<file path="config.mk">
export PLATFORM = sky130hd
export DESIGN_NAME = sram_wport_arbiter
export DESIGN_NICKNAME = d
export VERILOG_FILES = /design/src/rtl/sram_wport_arbiter_pkg.sv /design/src/rtl/sram_wport_rr2.sv /design/src/rtl/sram_wport_arbiter.sv
export SDC_FILE = /design/constraint.sdc
export NUM_CORES = 1
export LEC_CHECK = 0
export CORE_MARGIN = 8
export CORE_UTILIZATION = 54
export CTS_CLUSTER_DIAMETER = 100
export DETAILED_ROUTE_END_ITERATION = 10
export GPL_TIMING_DRIVEN = 0
export PLACE_DENSITY = 0.8
export SYNTH_ARGS = -nofsm -noshare
export SYNTH_HDL_FRONTEND = slang
export SYNTH_SLANG_ARGS = --single-unit
</file>
<file path="constraint.sdc">
create_clock -name clk -period 2.8 [get_ports clk]
set_input_delay 0.42 -clock clk [delete_from_list [all_inputs] [get_ports clk]]
set_output_delay 0.42 -clock clk [all_outputs]
set_load 0.005 [all_outputs]
</file>
<file path="src/rtl/sram_wport_arbiter_pkg.sv">
// Shared constants and types for the SRAM write-port controller: lane count,
// requester indices and the layout of the pending pixel word.
package sram_wport_arbiter_pkg;

  localparam int PKG_WWORD = 32;
  localparam int PKG_WADDR = 5;
  localparam int PKG_DEPTH = 24;
  localparam int PKG_WP    = 8;

  function automatic int calc_nb(input int wword, input int wp);
    return wword / wp;
  endfunction

  localparam int PKG_NB = calc_nb(PKG_WWORD, PKG_WP);

  localparam logic R0_PIXEL = 1'b0;
  localparam logic R1_CNN   = 1'b1;

  typedef struct packed {
    logic [PKG_WWORD-1:0] data;
    logic [PKG_NB-1:0]    mask;
    logic [PKG_WADDR-1:0] addr;
    logic                 last;
  } pend_word_t;

  localparam int PEND_W = $bits(pend_word_t);

endpackage

</file>
<file path="src/rtl/sram_wport_rr2.sv">
// Two-way round-robin arbiter; the registered last grant decides ties and
// resets to the CNN side so the pixel requester wins the first tie.
module sram_wport_rr2
  import sram_wport_arbiter_pkg::*;
(
  input  logic       clk,
  input  logic       rstn,
  input  logic [1:0] i_req,
  output logic [1:0] o_gnt
);

  logic r_last;

  // Grant decode: a lone requester wins, a tie goes to the one not served last.
  always_comb begin
    o_gnt = 2'b00;
    case (i_req)
      2'b01:   o_gnt = 2'b01;
      2'b10:   o_gnt = 2'b10;
      2'b11:   o_gnt = (r_last == R1_CNN) ? 2'b01 : 2'b10;
      default: o_gnt = 2'b00;
    endcase
  end

  // Remember which requester was served most recently.
  always_ff @(posedge clk or negedge rstn) begin
    if (!rstn) begin
      r_last <= R1_CNN;
    end else if (o_gnt[R0_PIXEL]) begin
      r_last <= R0_PIXEL;
    end else if (o_gnt[R1_CNN]) begin
      r_last <= R1_CNN;
    end else begin
      r_last <= r_last;
    end
  end

endmodule

</file>
<file path="src/rtl/sram_wport_arbiter.sv">
// SRAM write-port controller: packs pixel bytes into masked words and shares
// the single write port round-robin with the CNN writer (pending word uses package widths).
module sram_wport_arbiter
  import sram_wport_arbiter_pkg::*;
#(
  parameter  int WWORD = PKG_WWORD,
  parameter  int WADDR = PKG_WADDR,
  parameter  int DEPTH = PKG_DEPTH,
  parameter  int WP    = PKG_WP,
  localparam int NB    = WWORD / WP
) (
  input  logic             clk,
  input  logic             rstn,
  input  logic             px_sof,
  input  logic             px_valid,
  output logic             px_ready,
  input  logic [WP-1:0]    px_data,
  input  logic             px_last,
  output logic             px_done,
  input  logic             wr_valid,
  output logic             wr_ready,
  input  logic [WADDR-1:0] wr_addr,
  input  logic [WWORD-1:0] wr_data,
  input  logic [NB-1:0]    wr_be,
  output logic             cenb,
  output logic [NB-1:0]    wenb,
  output logic [WADDR-1:0] ab,
  output logic [WWORD-1:0] db
);

  localparam int BCW = (NB > 1) ? $clog2(NB) : 1;

  logic [BCW-1:0]   r_bcnt;
  logic [NB-1:0]    r_mask;
  logic [WWORD-1:0] r_data;
  logic [WADDR-1:0] r_px_addr;
  pend_word_t       r_pend;
  logic             r_pend_valid;

  logic [BCW-1:0]   w_bcnt_base;
  logic [NB-1:0]    w_mask_base;
  logic [WWORD-1:0] w_data_base;
  logic [WADDR-1:0] w_addr_base;
  logic [NB-1:0]    w_mask_new;
  logic [WWORD-1:0] w_data_new;
  logic [WADDR-1:0] w_addr_next;
  logic             w_complete_req;
  logic             w_px_acc;
  logic             w_complete;
  logic [1:0]       w_gnt;

  // Start of frame overrides the partial word before the incoming byte is merged.
  always_comb begin
    w_bcnt_base = px_sof ? {BCW{1'b0}}   : r_bcnt;
    w_mask_base = px_sof ? {NB{1'b0}}    : r_mask;
    w_data_base = px_sof ? {WWORD{1'b0}} : r_data;
    w_addr_base = px_sof ? {WADDR{1'b0}} : r_px_addr;
    w_data_new  = w_data_base;
    w_data_new[w_bcnt_base*WP +: WP] = px_data;
    w_mask_new  = w_mask_base;
    w_mask_new[w_bcnt_base] = 1'b1;
    w_complete_req = px_valid & ((w_bcnt_base == BCW'(NB-1)) | px_last);
    w_addr_next = (w_addr_base == WADDR'(DEPTH-1)) ? {WADDR{1'b0}} : (w_addr_base + WADDR'(1));
  end

  // Stall only when a finished word would overwrite an unissued pending word.
  assign px_ready   = ~(r_pend_valid & w_complete_req & ~w_gnt[R0_PIXEL]);
  assign w_px_acc   = px_valid & px_ready;
  assign w_complete = w_complete_req & px_ready;
  assign wr_ready   = w_gnt[R1_CNN];

  sram_wport_rr2 u_rr2 (
    .clk   (clk),
    .rstn  (rstn),
    .i_req ({wr_valid, r_pend_valid}),
    .o_gnt (w_gnt)
  );

  // Byte packer: lane counter, partial word, mask and wrapping pixel address.
  always_ff @(posedge clk or negedge rstn) begin
    if (!rstn) begin
      r_bcnt    <= {BCW{1'b0}};
      r_mask    <= {NB{1'b0}};
      r_data    <= {WWORD{1'b0}};
      r_px_addr <= {WADDR{1'b0}};
    end else if (w_px_acc) begin
      if (w_complete_req) begin
        r_bcnt    <= {BCW{1'b0}};
        r_mask    <= {NB{1'b0}};
        r_data    <= {WWORD{1'b0}};
        r_px_addr <= w_addr_next;
      end else begin
        r_bcnt    <= w_bcnt_base + BCW'(1);
        r_mask    <= w_mask_new;
        r_data    <= w_data_new;
        r_px_addr <= w_addr_base;
      end
    end else if (px_sof) begin
      r_bcnt    <= {BCW{1'b0}};
      r_mask    <= {NB{1'b0}};
      r_data    <= {WWORD{1'b0}};
      r_px_addr <= {WADDR{1'b0}};
    end else begin
      r_bcnt    <= r_bcnt;
      r_mask    <= r_mask;
      r_data    <= r_data;
      r_px_addr <= r_px_addr;
    end
  end

  // Single-entry pending word; a new completion may refill it in its grant cycle.
  always_ff @(posedge clk or negedge rstn) begin
    if (!rstn) begin
      r_pend_valid <= 1'b0;
      r_pend       <= '0;
    end else if (w_complete) begin
      r_pend_valid <= 1'b1;
      r_pend       <= '{data: w_data_new, mask: w_mask_new, addr: w_addr_base, last: px_last};
    end else if (w_gnt[R0_PIXEL]) begin
      r_pend_valid <= 1'b0;
      r_pend       <= r_pend;
    end else begin
      r_pend_valid <= r_pend_valid;
      r_pend       <= r_pend;
    end
  end

  // SRAM write-port register: one active-low strobe per granted write.
  always_ff @(posedge clk or negedge rstn) begin
    if (!rstn) begin
      cenb    <= 1'b1;
      wenb    <= {NB{1'b1}};
      ab      <= {WADDR{1'b0}};
      db      <= {WWORD{1'b0}};
      px_done <= 1'b0;
    end else if (w_gnt[R0_PIXEL]) begin
      cenb    <= 1'b0;
      wenb    <= ~r_pend.mask;
      ab      <= r_pend.addr;
      db      <= r_pend.data;
      px_done <= r_pend.last;
    end else if (w_gnt[R1_CNN]) begin
      cenb    <= 1'b0;
      wenb    <= ~wr_be;
      ab      <= wr_addr;
      db      <= wr_data;
      px_done <= 1'b0;
    end else begin
      cenb    <= 1'b1;
      wenb    <= {NB{1'b1}};
      ab      <= ab;
      db      <= db;
      px_done <= 1'b0;
    end
  end

endmodule

</file>
==> impl_metrics.yaml <==
run_status:
  outcome: "finished clean"
logic_synthesis:
  yosys.area_share.simple_pct: 13.09
  yosysTopAreaCellShare_pct: 47.13
  synth-adder-area-share_pct: 1.710
  ys_types: 53
  synth_xor_area_share_pct: 0.2661
  syn_area_per_cell_um2: 10.62
  synth_ff_type: "dfrtp_1"
  synth.area.mux_share_pct: 7.507
  synth_compound_area_share_pct: 21.53
  syn_area_mm2: 0.006584
  syn_nets: 684
  ys_warn_count: 0
  synth-seq-cells: 130
  synth_top_family_by_area: "compound AO/OA/AOI/OAI gates"
  syn_inst: 620
  async_flop_share_pct: 100.0
  yosysTopAreaCell: "dfrtp_1"
  synth_edf_count: 0
  ys_seq_area_share_pct: 49.52
  ys_top_cells_by_area: "dfrtp_1, mux2_2, o21ai_0"
timing:
  finalSetupViolCount: 0
  slew_violations: 0
  finClkSkew_ns: 0.006797
  rsz0062_at_grt: "false"
  maxSlewHeadroom_pct: 48.06
  setup_tns_ns: 0
  fmax_mhz: 398.0
  final_hold_viol_count: 0
  tightest_slew_ns: 0.7722
  fin_crit_sh_pct: 89.74
  period_needed_ns: 2.513
global_route:
  grt.overflow.total: 0
  antenna_found_initial: 0
  grt_max_degree: 80
  grt_pass1_wl_mm: 30.03
  grt_pass1_vias: 5614
  grt_use_total_pct: 23.68
detailed_routing:
  vias_per_cell: 6.293
  wire_per_inst_um: 21.02
  vias: 5664
  initialDrtViolationCount: 542
  firstDrtPassIters: 6
  finalWirelength_mm: 18.91
  antenna_left: 0
  drc: 0
place:
  hpwl_mm: 13.49
  io_buffers: 96
  gp_congestion: 0.9400
  dpl_cell_area_mm2: 0.007757
floorplanning:
  io_pins: 100
  fp.dieH_um: 126.4
  die_area_mm2: 0.01598
  fp.dieW_um: 126.4
  core_mm2: 0.01196
  fp-row-count: 40
  initial_core_util_pct: 55.04
critical_path:
  path_max_fanout: 10
  crit_required_ns: 2.38
  path_class: "flop to primary output"
  start_kind: "flop"
  crit_arrival_ns: 2.09
  endpoint_kind: "primary output"
clocking:
  htreeDepth: 4
  cts-buffers-inserted: 17
  path_clk_slew_ns: 0.06
  clk_latency_ns: 0.42
  cts_tree: "built"
  clk_path_buf_depth: 2
  clockRootBuffer: "clkbuf_16"
  numClockSinks: 130
layout:
  layout_common_cells: "dfrtp_1, clkdlybuf4s50_1, nor2_1, o21ai_0, mux2_2"
  final_common_cell: "dfrtp_1"
  nNetsFinal: 804
  synthToLayoutAreaGrowth_pct: 27.99
  design_area_mm2: 0.008427
  drive_above_1_share_pct: 20.72
  fill_cells: 854
  insertedDiodeCount: 0
worst_hold_path:
  hold_class: "input pin to flop"
power:
  power_density_mw_per_mm2: 648.8
  finalPower_uw: 5467
  vdd_drop_max_mv: 0.3433
  power_leakage_uw: 0.003464
job:
  drv_cap: 0
==> logic make-up after synthesis <==
| kind of cell | after synthesis |
|---|---|
| adder cells (fa/ha/maj) | 9 |
| buffers and inverters | 79 |
| flip-flops | 130 |
| AO/OA/AOI/OAI | 196 |
| multiplexers | 44 |
| AND/OR/NAND/NOR | 160 |
| XOR/XNOR | 2 |
==> synthesized netlist by cell type, types with 5 or more instances <==
cell type  number
ha_1            9
nand2_1        13
o32a_1          8
inv_1          19
buf_2          23
mux2_2         43
a221oi_2        6
nor2b_1         5
clkbuf_1       17
o22ai_1        37
o21ai_1         8
nor3b_1        24
o32ai_1         7
nor2_1         77
dfstp_2         6
a21oi_1         7
nand2b_1       27
a41oi_1        16
a31oi_1        12
buf_6           7
buf_4           7
o21ai_0        59
o32ai_2         5
dfrtp_1       124
a221oi_1       10
==> flip-flops by register name (all words and copies together) (netlist names) <==
register / cells
r_pend_valid: 1
r_mask: 4
px_done: 1
ab: 5
r_bcnt: 2
db: 32
cenb: 1
r_pend: 42
wenb: 4
r_px_addr: 5
r_data: 32
u_rr2.r_last: 1
==> repair_timing <==
item / 4_1_cts / 5_1_grt
hold endpoints to repair: 51 / 0
hold buffers: 1 / 0
endpoints found under the setup margin: 1 / 1
gates cloned: 0 / 1
resized for setup: 3 / 4
setup buffers: 0 / 3
==> power breakdown <==
part	total, µW	internal, µW	switching [µW]
registers	2210	2080	122
clock network	2190	1320	875
logic	1070	554	517
==> metal layers <==
metal | share of wire [%] | vias up | wire, µm | track usage, %
met4 | 2.2 | 0 | 422 | 9.696
met1 | 42 | 2831 | 7874 | 31.01
met2 | 48 | 263 | 9050 | 37.14
met3 | 8.3 | 44 | 1566 | 5.488
met5 | 0 | - | 0 | 0
li1 | - | 2526 | - | -
==> through the flow <==
step	util, %	cells	hold slack (ns)	setup WS [ns]
4_1_cts	69.90	896	0.3466	0.01998
5_1_grt	70.45	900	0.3697	0.2301
3_5_place_dp	64.85	864	0.4091	-0.05213
2_1_floorplan	-	620	0.1244	0.5032
6_report	70.45	900	0.3551	0.2872
3_3_place_gp	64.61	863	0.4134	-3.717
==> critical path, cell delays in order (launching register included) <==
cell             delay, ns
dfrtp_1               0.37
buf_2                 0.15
a21bo_2               0.21
buf_2                 0.19
inv_1                 0.20
clkdlybuf4s50_1       0.55
==> area by class of cell <==
type                       count  area, µm²  area share [%]
clock buffer                  17      425.4           5.048
buffer                        58      347.8           4.128
clock inverter                15      161.4           1.915
sequential                   130       3261           38.69
timing repair buffer         102       1050           12.46
tap                          147      183.9           2.183
inverter                      20      78.83          0.9354
multi-input combinational    411       2919           34.64
==> path summary, 6_finish.rpt <==
path                       cells past startpoint  slack (ns)         start    endpoint
min in group asynchronous                      2        0.53          rstn  r_data[11]
hold reg to reg                                1        0.44     r_pend[9]     wenb[3]
setup reg to reg                              10        0.34     r_bcnt[0]  r_data[26]
max in group asynchronous                      3        1.48          rstn        cenb
hold / removal                                 3        0.36      px_valid   r_mask[1]
setup / recovery                               5        0.29  r_pend_valid    wr_ready
No activity file was read; power rests on OpenSTA's default activity.
